`src/rtl/add_sub_pkg.sv`:
```
// Shared constants and types for the pipelined adder/subtractor.
package add_sub_pkg;

    localparam logic MODE_ADD = 1'b0;
    localparam logic MODE_SUB = 1'b1;

    typedef struct packed {
        logic c;
        logic v;
        logic z;
        logic n;
    } flags_t;

endpackage

```
`src/rtl/add_sub_chunk.sv`:
```
// Chunk-width ripple adder; also exposes the carry into its MSB for overflow detection.
module add_sub_chunk #(
    parameter int CW = 4
) (
    input  logic [CW-1:0] a_i,
    input  logic [CW-1:0] b_i,
    input  logic          c_i,
    output logic [CW-1:0] s_o,
    output logic          c_o,
    output logic          cmsb_o
);

    logic [CW:0] ripple;

    always_comb begin
        ripple[0] = c_i;
        s_o       = '0;
        for (int i = 0; i < CW; i++) begin
            s_o[i]      = a_i[i] ^ b_i[i] ^ ripple[i];
            ripple[i+1] = (a_i[i] & b_i[i]) | (ripple[i] & (a_i[i] ^ b_i[i]));
        end
        c_o    = ripple[CW];
        cmsb_o = ripple[CW-1];
    end

endmodule

```
`src/rtl/add_sub_pipe.sv`:
```
// Pipelined add/subtract with valid/ready handshake; carry chain split into STAGES chunks.
// Optional accumulator feature enabled by defining ADD_SUB_PIPE_ACC_EN.
module add_sub_pipe
    import add_sub_pkg::*;
#(
    parameter int WIDTH  = 8,
    parameter int STAGES = 2
) (
    input  logic             clk,
    input  logic             rst,
    input  logic             in_valid,
    output logic             in_ready,
    input  logic             m,
    input  logic [WIDTH-1:0] a,
    input  logic [WIDTH-1:0] b,
`ifdef ADD_SUB_PIPE_ACC_EN
    input  logic             acc_sel,
    input  logic             acc_clr,
`endif
    output logic             out_valid,
    input  logic             out_ready,
    output logic [WIDTH-1:0] s,
    output logic             c_out,
    output logic             v,
    output logic             z,
    output logic             n
);

    localparam int CW = WIDTH / STAGES;

    logic [STAGES-1:0] valid_q, valid_d;
    logic [STAGES-1:0] carry_q, carry_d;
    logic [WIDTH-1:0]  opA_q [STAGES];
    logic [WIDTH-1:0]  opA_d [STAGES];
    logic [WIDTH-1:0]  opB_q [STAGES];
    logic [WIDTH-1:0]  opB_d [STAGES];
    logic [WIDTH-1:0]  sum_q [STAGES];
    logic [WIDTH-1:0]  sum_d [STAGES];
    logic              msbCarry_q, msbCarry_d;

    logic [WIDTH-1:0]  stageA   [STAGES];
    logic [WIDTH-1:0]  stageB   [STAGES];
    logic [WIDTH-1:0]  stageSum [STAGES];
    logic [STAGES-1:0] stageCin;
    logic [STAGES-1:0] chunkCout;
    logic [STAGES-1:0] chunkCmsb;
    logic [WIDTH-1:0]  chunkSum;

    logic [WIDTH-1:0]  aEff;
    logic              hazard;
    logic              outValidRaw;
    logic              advance;
    logic              accept;
    flags_t            outFlags;
    logic              unusedBits;

`ifdef ADD_SUB_PIPE_ACC_EN
    logic [WIDTH-1:0]  acc_q, acc_d;

    always_comb begin
        acc_d = acc_q;
        if (acc_clr)
            acc_d = '0;
        else if (out_valid && out_ready)
            acc_d = s;
    end

    always_ff @(posedge clk) begin
        if (rst)
            acc_q <= '0;
        else
            acc_q <= acc_d;
    end

    // An accumulator read must wait until no earlier result is still in flight.
    assign aEff   = acc_sel ? acc_q : a;
    assign hazard = in_valid && acc_sel && (|valid_q);
`else
    assign aEff   = a;
    assign hazard = 1'b0;
`endif

    assign outValidRaw = valid_q[STAGES-1];
    assign advance     = !(outValidRaw && !out_ready);
    assign in_ready    = !rst && advance && !hazard;
    assign accept      = in_valid && in_ready;

    always_comb begin
        stageA[0]   = aEff;
        stageB[0]   = b ^ {WIDTH{m == MODE_SUB}};
        stageSum[0] = '0;
        stageCin    = '0;
        stageCin[0] = (m == MODE_SUB);
        for (int k = 1; k < STAGES; k++) begin
            stageA[k]   = opA_q[k-1];
            stageB[k]   = opB_q[k-1];
            stageSum[k] = sum_q[k-1];
            stageCin[k] = carry_q[k-1];
        end
    end

    for (genvar k = 0; k < STAGES; k++) begin : g_chunk
        add_sub_chunk #(.CW(CW)) u_chunk (
            .a_i    (stageA[k][k*CW +: CW]),
            .b_i    (stageB[k][k*CW +: CW]),
            .c_i    (stageCin[k]),
            .s_o    (chunkSum[k*CW +: CW]),
            .c_o    (chunkCout[k]),
            .cmsb_o (chunkCmsb[k])
        );
    end

    // Lower chunks' MSB carries and the last stage's operand copies have no consumer.
    assign unusedBits = ^chunkCmsb ^ ^opA_q[STAGES-1] ^ ^opB_q[STAGES-1];

    always_comb begin
        valid_d    = '0;
        carry_d    = chunkCout;
        msbCarry_d = chunkCmsb[STAGES-1];
        valid_d[0] = accept;
        for (int k = 1; k < STAGES; k++)
            valid_d[k] = valid_q[k-1];
        for (int k = 0; k < STAGES; k++) begin
            opA_d[k]                = stageA[k];
            opB_d[k]                = stageB[k];
            sum_d[k]                = stageSum[k];
            sum_d[k][k*CW +: CW]    = chunkSum[k*CW +: CW];
        end
    end

    // Every stage moves together, so a stall freezes the whole token train.
    always_ff @(posedge clk) begin
        if (rst) begin
            valid_q    <= '0;
            carry_q    <= '0;
            msbCarry_q <= 1'b0;
            for (int k = 0; k < STAGES; k++) begin
                opA_q[k] <= '0;
                opB_q[k] <= '0;
                sum_q[k] <= '0;
            end
        end else if (advance) begin
            valid_q    <= valid_d;
            carry_q    <= carry_d;
            msbCarry_q <= msbCarry_d;
            for (int k = 0; k < STAGES; k++) begin
                opA_q[k] <= opA_d[k];
                opB_q[k] <= opB_d[k];
                sum_q[k] <= sum_d[k];
            end
        end
    end

    always_comb begin
        outFlags = '0;
        if (!rst) begin
            outFlags.c = carry_q[STAGES-1];
            outFlags.v = msbCarry_q ^ carry_q[STAGES-1];
            outFlags.z = (sum_q[STAGES-1] == '0);
            outFlags.n = sum_q[STAGES-1][WIDTH-1];
        end
    end

    assign out_valid = outValidRaw && !rst;
    assign s         = rst ? '0 : sum_q[STAGES-1];
    assign c_out     = outFlags.c;
    assign v         = outFlags.v;
    assign z         = outFlags.z;
    assign n         = outFlags.n;

endmodule

```
`config.mk`:
```
export PLATFORM = sky130hd
export DESIGN_NAME = add_sub_pipe
export DESIGN_NICKNAME = d
export VERILOG_FILES = /design/src/rtl/add_sub_pkg.sv /design/src/rtl/add_sub_chunk.sv /design/src/rtl/add_sub_pipe.sv
export SDC_FILE = /design/constraint.sdc
export NUM_CORES = 1
export LEC_CHECK = 0
export CAP_MARGIN = 40
export CORE_ASPECT_RATIO = 1.75
export CORE_MARGIN = 2
export CORE_UTILIZATION = 30
export DETAILED_ROUTE_END_ITERATION = 6
export SYNTH_ARGS = -nofsm -noshare
export SYNTH_HDL_FRONTEND = slang
export SYNTH_HIERARCHICAL = 1
export SYNTH_SLANG_ARGS = --single-unit
```
`constraint.sdc`:
```
create_clock -name clk -period 3.9 [get_ports clk]
set_clock_uncertainty 0.2 [all_clocks]
set_input_delay 0.975 -clock clk [delete_from_list [all_inputs] [get_ports clk]]
set_output_delay 0.975 -clock clk [all_outputs]
set_load 0.02 [all_outputs]
```
Yosys cells after proc, flatten, opt, wreduce, memory -nomap -nowiden

Memory sizes are Yosys's and may differ from the RTL's.
Cells that the tools add are included.
W data, S select, Z words.

Register bits: 5
RAM bits: 48
Input port bits: 21
Output and inout port bits: 14
Word-level logic and storage cells: 75
Memories: 3

Memory list:

| name  | words | bits a word | rd ports | clocked after Yosys merged registers in | write ports | RTL line           | source |
|---|---|---|---|---|---|---|---|
| opA_q | 2     | 8           | 1        | 0                                       | 2           | add_sub_pipe.sv:33 | `logic [WIDTH-1:0] opA_q [STAGES];` |
| opB_q | 2     | 8           | 1        | 0                                       | 2           | add_sub_pipe.sv:35 | `logic [WIDTH-1:0] opB_q [STAGES];` |
| sum_q | 2     | 8           | 2        | 0                                       | 2           | add_sub_pipe.sv:37 | `logic [WIDTH-1:0] sum_q [STAGES];` |

Multiplexer cells: 13
Bitwise gates (word level): 48
Reductions and logical operators: 8

Operators by type and width:

| operator            | number |
|---|---|
| $mux W8             | 7 |
| $xor A1 B1 Y1       | 17 |
| $and A1 B1 Y1       | 16 |
| $or A1 B1 Y1        | 14 |
| $logic_not A8 Y1    | 1 |
| $xor A8 B8 Y8       | 1 |
| $mux W1             | 5 |
| $logic_and A1 B1 Y1 | 4 |
| $mux W4             | 1 |
| $logic_not A1 Y1    | 3 |

Logic depth before layout (Yosys ltp)

Gate-level depths: netlist of the first run.

Word-level depth: 10
Depth in mapped cells: 10
Depth with buffers taken out: 9

Modules after synthesis

The synthesis of the first run kept the hierarchy.

Modules (own cells, without submodules):

| module        | instances | cells each | area an instance (sq um) | seq. area each (sq um) |
|---|---|---|---|---|
| add_sub_pipe  | 1         | 93         | 1179.9                   | 700.7 |
| add_sub_chunk | 2         | 12         | 110.1                    | 0.0 |

Worst setup path after synthesis of the first run

No wires, ideal clock.

Path type: input-to-reg
Start point: input port m
End point: memory sum_q[0][3], data pin
Setup time: 0.259 ns
Arrival: 2.911 ns
Required time: 3.441 ns
Setup slack: 0.530 ns
Cell stages on the path: 9
Path buffers: 1
Cells stage by stage: buf_2 xor2_1 fa_1 inv_1 fa_1 fa_1 inv_1 fa_1 nor3b_1

RTL lines:

| item            | RTL line           | source |
|---|---|---|
| start, declared | add_sub_pipe.sv:13 | `input logic m,` |
| end, declared   | add_sub_pipe.sv:37 |  |

Final worst setup path of the first run

Start point: input port rst
End point: output port z

Word-level cells in the longest chain between the ends: 1

Ends and longest elaborated chain:

| item            | RTL line            | source |
|---|---|---|
| start, declared | add_sub_pipe.sv:10  | `input logic rst,` |
| $mux W4         | add_sub_pipe.sv:156 | `if (!rst) begin` |
| end, declared   | add_sub_pipe.sv:25  | `output logic z,` |

Every way passes these cells.

==> results of run 1 <==
==> sequential cells by signal, indices dropped and copies added, names as in the netlist <==
name and flops:
sum_q 12, msbCarry_q 1, carry_q 2, opA_q 4, opB_q 4, valid_q 2
==> path summary, 6_finish.rpt <==
kind / start / endpoint / slack (ns)
setup reg to reg: opA_q[0][4] / sum_q[0][15] / 1.40
setup / recovery: rst / z / 0.20
hold reg to reg: valid_q[0] / valid_q[0] / 0.32
hold / removal: valid_q[0] / valid_q[0] / 0.32
==> stage by stage <==
step / hold slack (ns) / cell area, um2
after floorplan: 0.2578 / 1400
after global placement: 0.2674 / 1797
after detailed placement: 0.3030 / 1797
after CTS: 0.3222 / 1842
after global routing: 0.3446 / 1842
final: 0.3195 / 1842
==> cell usage after synthesis <==
| master | count | area, um2 |
|---|---|---|
| buf_1 | 1 | 3.750 |
| buf_2 | 6 | 30.03 |
| buf_4 | 1 | 7.510 |
| clkbuf_1 | 1 | 3.750 |
| dfxtp_1 | 5 | 100.1 |
| edfxtp_1 | 20 | 600.6 |
| fa_1 | 8 | 160.2 |
| inv_1 | 20 | 75.07 |
| nand2b_1 | 1 | 6.260 |
| nand4bb_1 | 4 | 45.04 |
| nor2_1 | 2 | 7.510 |
| nor2b_1 | 10 | 62.56 |
| nor2b_2 | 1 | 8.760 |
| nor3_1 | 4 | 20.02 |
| nor3b_1 | 16 | 120.1 |
| nor4_2 | 1 | 12.51 |
| o21ba_2 | 1 | 10.01 |
| o31ai_1 | 4 | 30.03 |
| or3_1 | 1 | 6.260 |
| or4_4 | 1 | 11.26 |
| xnor2_1 | 5 | 43.79 |
| xor2_1 | 4 | 35.03 |
==> logic make-up after synthesis <==
| logic type | after synthesis | share of synthesized area |
|---|---|---|
| compound gates | 5 | 0.02860 |
| fa+ha+maj | 8 | 0.1144 |
| flops | 25 | 0.5005 |
| xor+xnor | 9 | 0.05630 |
| buf+inv | 29 | 0.08579 |
| simple gates | 41 | 0.2145 |
==> power by group through the flow <==
stage                     logic [mW]  registers (mW)  clock network (mW)
final                          0.149           0.334               0.150
after global routing           0.166           0.337               0.158
after CTS                      0.153           0.334               0.151
after detailed placement       0.153           0.340                   0
after global placement         0.147           0.338                   0
after floorplan               0.0937           0.335                   0
==> final cells by class <==
| cell class | count | share of cell area |
|---|---|---|
| clock buffers | 4 | 0.02446 |
| inverters | 20 | 0.04076 |
| repair buffers | 39 | 0.2052 |
| flip-flops and latches | 25 | 0.3804 |
| well taps | 51 | 0.03465 |
| multi-input cells | 63 | 0.3145 |
==> critical path, delay by kind of cell <==
family	cells	cell delay (ns)
buffers and inverters	2	1.06
AND/OR/NAND/NOR	2	0.50
==> layer usage <==
layer,up-vias,global-route usage
met3,2,0.006849
met2,28,0.2093
met1,455,0.08449
met5,-,0
li1,454,-
met4,0,0.05488
==> flow_summary.ini, run 1 <==
[drt]
wl_per_cell_um = 12.17
wl_met2_mm = 1.465
route.met3.wl_um = 105
postRouteAntennaNets = 0
top_layer = met4
post-route-drc-count = 0
drt-initial-drc-count = 10
first_pass_iters = 2
finalWirelength_mm = 2.459
via_count = 939
post_drt_via_cell_ratio = 4.649
wl_met1_um = 840

[critical_path]
cpMostUsedCell = clkdlybuf4s50_1
reg2reg_depth = 7
cp_cell_sequence = clkdlybuf4s50_1 > or3_1 > nor4_2 > clkdlybuf4s50_1
crit_path_top_delay_cell = clkdlybuf4s50_1
cp.arrival_ns = 2.53
max_stage_delay_ns = 0.64
cp-start-kind = input pin
crit_fanout = 2
cp.required_ns = 2.72
worst-setup-path-type = in -> out
end_kind = output port

[yosys]
syn_area_mm2 = 0.001400
ys_ff_latch = 25
yosysSeqAreaShare = 0.5004
postSynthNetCount = 146
synthCells = 117
yosys_warnings = 6
yosysUniqueCellTypes = 22
syn_area_per_cell_um2 = 11.97

[global_route]
grt_max_degree = 31
grt_pass1_wl_mm = 4.057
gr-total-overflow = 0
grtUsageTotal = 0.09781
antenna_found_initial = 0
grt_pass1_vias = 980

[finish]
final_cells = 202
nFillCells = 432
mostFrequentLayoutCells = clkdlybuf4s50_1, inv_1, edfxtp_1
layout.nets = 181
num_antenna_cells = 0
area_growth_pct = 31.55
utilization = 0.4144
final_common_cell = clkdlybuf4s50_1
multiInputGateArea_um2 = 579.3
ff_latch_area_um2 = 700.7
drive_gt1_frac = 0.07947

[power_and_ir_drop]
leakage_nw = 0.7102
clkPwrFrac = 0.237
report.power.total_mw = 0.6327
pwr_density_cell_mw_per_mm2 = 343.5
peakVddDrop_mv = 0.2001
switching_share = 0.2453
combPwrFrac = 0.236
p_seq_frac = 0.527
p_int_mw = 0.4775
p_switching_mw = 0.1552

[timing]
setup_viol = 0
final.min_clock_period_ns = 3.703
hold_viol = 0
fmax_ghz = 0.2700
setup_tns_ns = 0
finalMaxSlewViolations = 0
finalWorstSetupSlack_ns = 0.1966
relSlewSlack = 0.7421
rsz0062_at_grt = false
worstMarginPinSlew_ns = 0.3868
period_share = 0.9496

[floorplan]
start_util = 0.3150
die_h_um = 94.37
die_area_mm2 = 0.005251
fp.coreArea_mm2 = 0.004444
io_pins = 35
fp-row-count = 32
die_x_um = 55.64

[placed_design]
dpl.hpwl_mm = 1.932
port-buffer-count = 34
pre_cts_slack_ns = 0.1310
dp.cells = 198
gp_congestion = 0.7294

[cts]
cts_resized = 0
clk_pin_slew_ns = 0.08
cts_tree = done
cts.sinks = 25
clk_latency_ns = 0.26
cts_hold_buf = 0
ctsRootBufferMaster = clkbuf_8
post_cts_buffers = 0
clk_path_buf_depth = 2
cts-buffers-inserted = 3
h-tree-depth = 1

[hold_path]
min_delay_path_depth = 2
hold_path_class = reg -> reg

[flow_run]
cap_violations = 0

[status]
outcome = complete, no violations
(Power assumes the default switching activity.)
==> run 2, diff against run 1 <==
--- a/config.mk
+++ b/config.mk
@@ -7,7 +7,7 @@
 export LEC_CHECK = 0
 export CAP_MARGIN = 40
 export CORE_ASPECT_RATIO = 1.75
-export CORE_MARGIN = 2
+export CORE_MARGIN = 5
 export CORE_UTILIZATION = 30
 export DETAILED_ROUTE_END_ITERATION = 6
 export SYNTH_ARGS = -nofsm -noshare
==> run 2 against run 1 <==
  * Power fell by 0.40%
  * Design area barely moved
  * Sequential share of layout area barely moved
  * Non-clock buffer count did not move
  * Highest routed layer unchanged
==> flow_summary.ini, run 2 (same netlist as run 1, synthesis figures left out) <==
[global_route]
use_met3 = 0.01416
grt_max_degree = 31
antenna_found_initial = 0
use_met2 = 0.1614
grtUsageTotal = 0.09102
gr-usage-met1 = 0.1047
top_usage_layer = met2
gr-total-overflow = 0
grt_pass1_wl_mm = 4.291
grt_pass1_vias = 971

[cts]
cts_tree = done
clk_latency_ns = 0.26
ctsRootBufferMaster = clkbuf_8
cts_hold_buf = 0
cts_resized = 0
cts.sinks = 25
h-tree-depth = 1
clk_path_buf_depth = 2
cts-buffers-inserted = 3
post_cts_buffers = 0
clk_pin_slew_ns = 0.08

[finish]
top_regs = sum_q x12, opA_q x4, opB_q x4
mostFrequentLayoutCells = clkdlybuf4s50_1, inv_1, edfxtp_1
largest_register_ffs = 12
regMostFlops = sum_q
layout.nets = 181
nFillCells = 475
final_common_cell = clkdlybuf4s50_1
drive_gt1_frac = 0.07947
design_area_mm2 = 0.001843
final_cells = 203
num_antenna_cells = 0
area_growth_pct = 31.64
utilization = 0.3985

[floorplan]
die_h_um = 100.4
fp-row-count = 33
die_area_mm2 = 0.006187
io_pins = 35
die_x_um = 61.64
fp.coreArea_mm2 = 0.004624
start_util = 0.3028

[placed_design]
port-buffer-count = 34
pre_cts_slack_ns = 0.06901
place_area_mm2 = 0.001798
dp.cells = 199
dpl.hpwl_mm = 1.986
gp_congestion = 0.7044

[drt]
drt-initial-drc-count = 14
post-route-drc-count = 0
postRouteAntennaNets = 0
via_count = 930
post_drt_via_cell_ratio = 4.581
wl_per_cell_um = 12.24
first_pass_iters = 3
finalWirelength_mm = 2.484

[timing]
setup_viol = 0
fmax_ghz = 0.2697
rsz0062_at_grt = false
setup_tns_ns = 0
finalMaxSlewViolations = 0
hold_ws_ns = 0.3110
finalWorstSetupSlack_ns = 0.1920
period_share = 0.9508
worstMarginPinSlew_ns = 0.3649
relSlewSlack = 0.7567
hold_viol = 0
final.min_clock_period_ns = 3.708

[hold_path]
hp-start = valid_q[0]
hold_path_class = reg -> reg

[power_and_ir_drop]
clkPwrFrac = 0.234
p_switching_mw = 0.1525
combPwrFrac = 0.237
peakVddDrop_mv = 0.2074
report.power.total_mw = 0.6302
switching_share = 0.2420
pwr_density_cell_mw_per_mm2 = 341.9
p_seq_frac = 0.529
p_int_mw = 0.4776
leakage_nw = 0.7102

[critical_path]
cp-start-kind = input pin
crit_fanout = 2
cp.arrival_ns = 2.53
cp.required_ns = 2.72
worst-setup-path-type = in -> out
startpoint = rst
r2r_start = carry_q[0]
end_kind = output port

[status]
outcome = complete, no violations

[flow_run]
cap_violations = 0
==> run 2: path summary, 6_finish.rpt <==
| path | end | slack [ns] | cells past startpoint |
|---|---|---|---|
| worst max-delay path | z | 0.19 | 4 |
| worst min-delay path | valid_q[1] | 0.31 | 1 |
| worst max register to register | sum_q[0][15] | 1.43 | 7 |
| worst min register to register | valid_q[1] | 0.31 | 1 |
==> run 2: layout make-up <==
cell class | count | area, um2 | area share
repair buffers | 39 | 377.9 | 0.2050
inverters | 20 | 75.07 | 0.04073
well taps | 52 | 65.06 | 0.03530
multi-input cells | 63 | 579.3 | 0.3143
flip-flops and latches | 25 | 700.7 | 0.3802
clock buffers | 4 | 45.04 | 0.02444
==> run 2: metal layers <==
| metal | wire [um] | part of all wire |
|---|---|---|
| met4 | 20 | 0.0081 |
| met3 | 139 | 0.056 |
| met2 | 1464 | 0.59 |
| met1 | 859 | 0.35 |
| met5 | 0 | 0 |
==> run 2: critical path, cell delays in order <==
cell and delay (ns):
clkdlybuf4s50_1 0.42, or3_1 0.36, nor4_2 0.14, clkdlybuf4s50_1 0.64
==> run 2: power by group through the flow <==
stage | clock network (mW) | logic (mW) | registers, mW
2_1_floorplan | 0 | 0.0937 | 0.335
3_3_place_gp | 0 | 0.148 | 0.338
3_5_place_dp | 0 | 0.153 | 0.340
4_1_cts | 0.150 | 0.153 | 0.334
5_1_grt | 0.166 | 0.169 | 0.337
6_report | 0.148 | 0.149 | 0.333
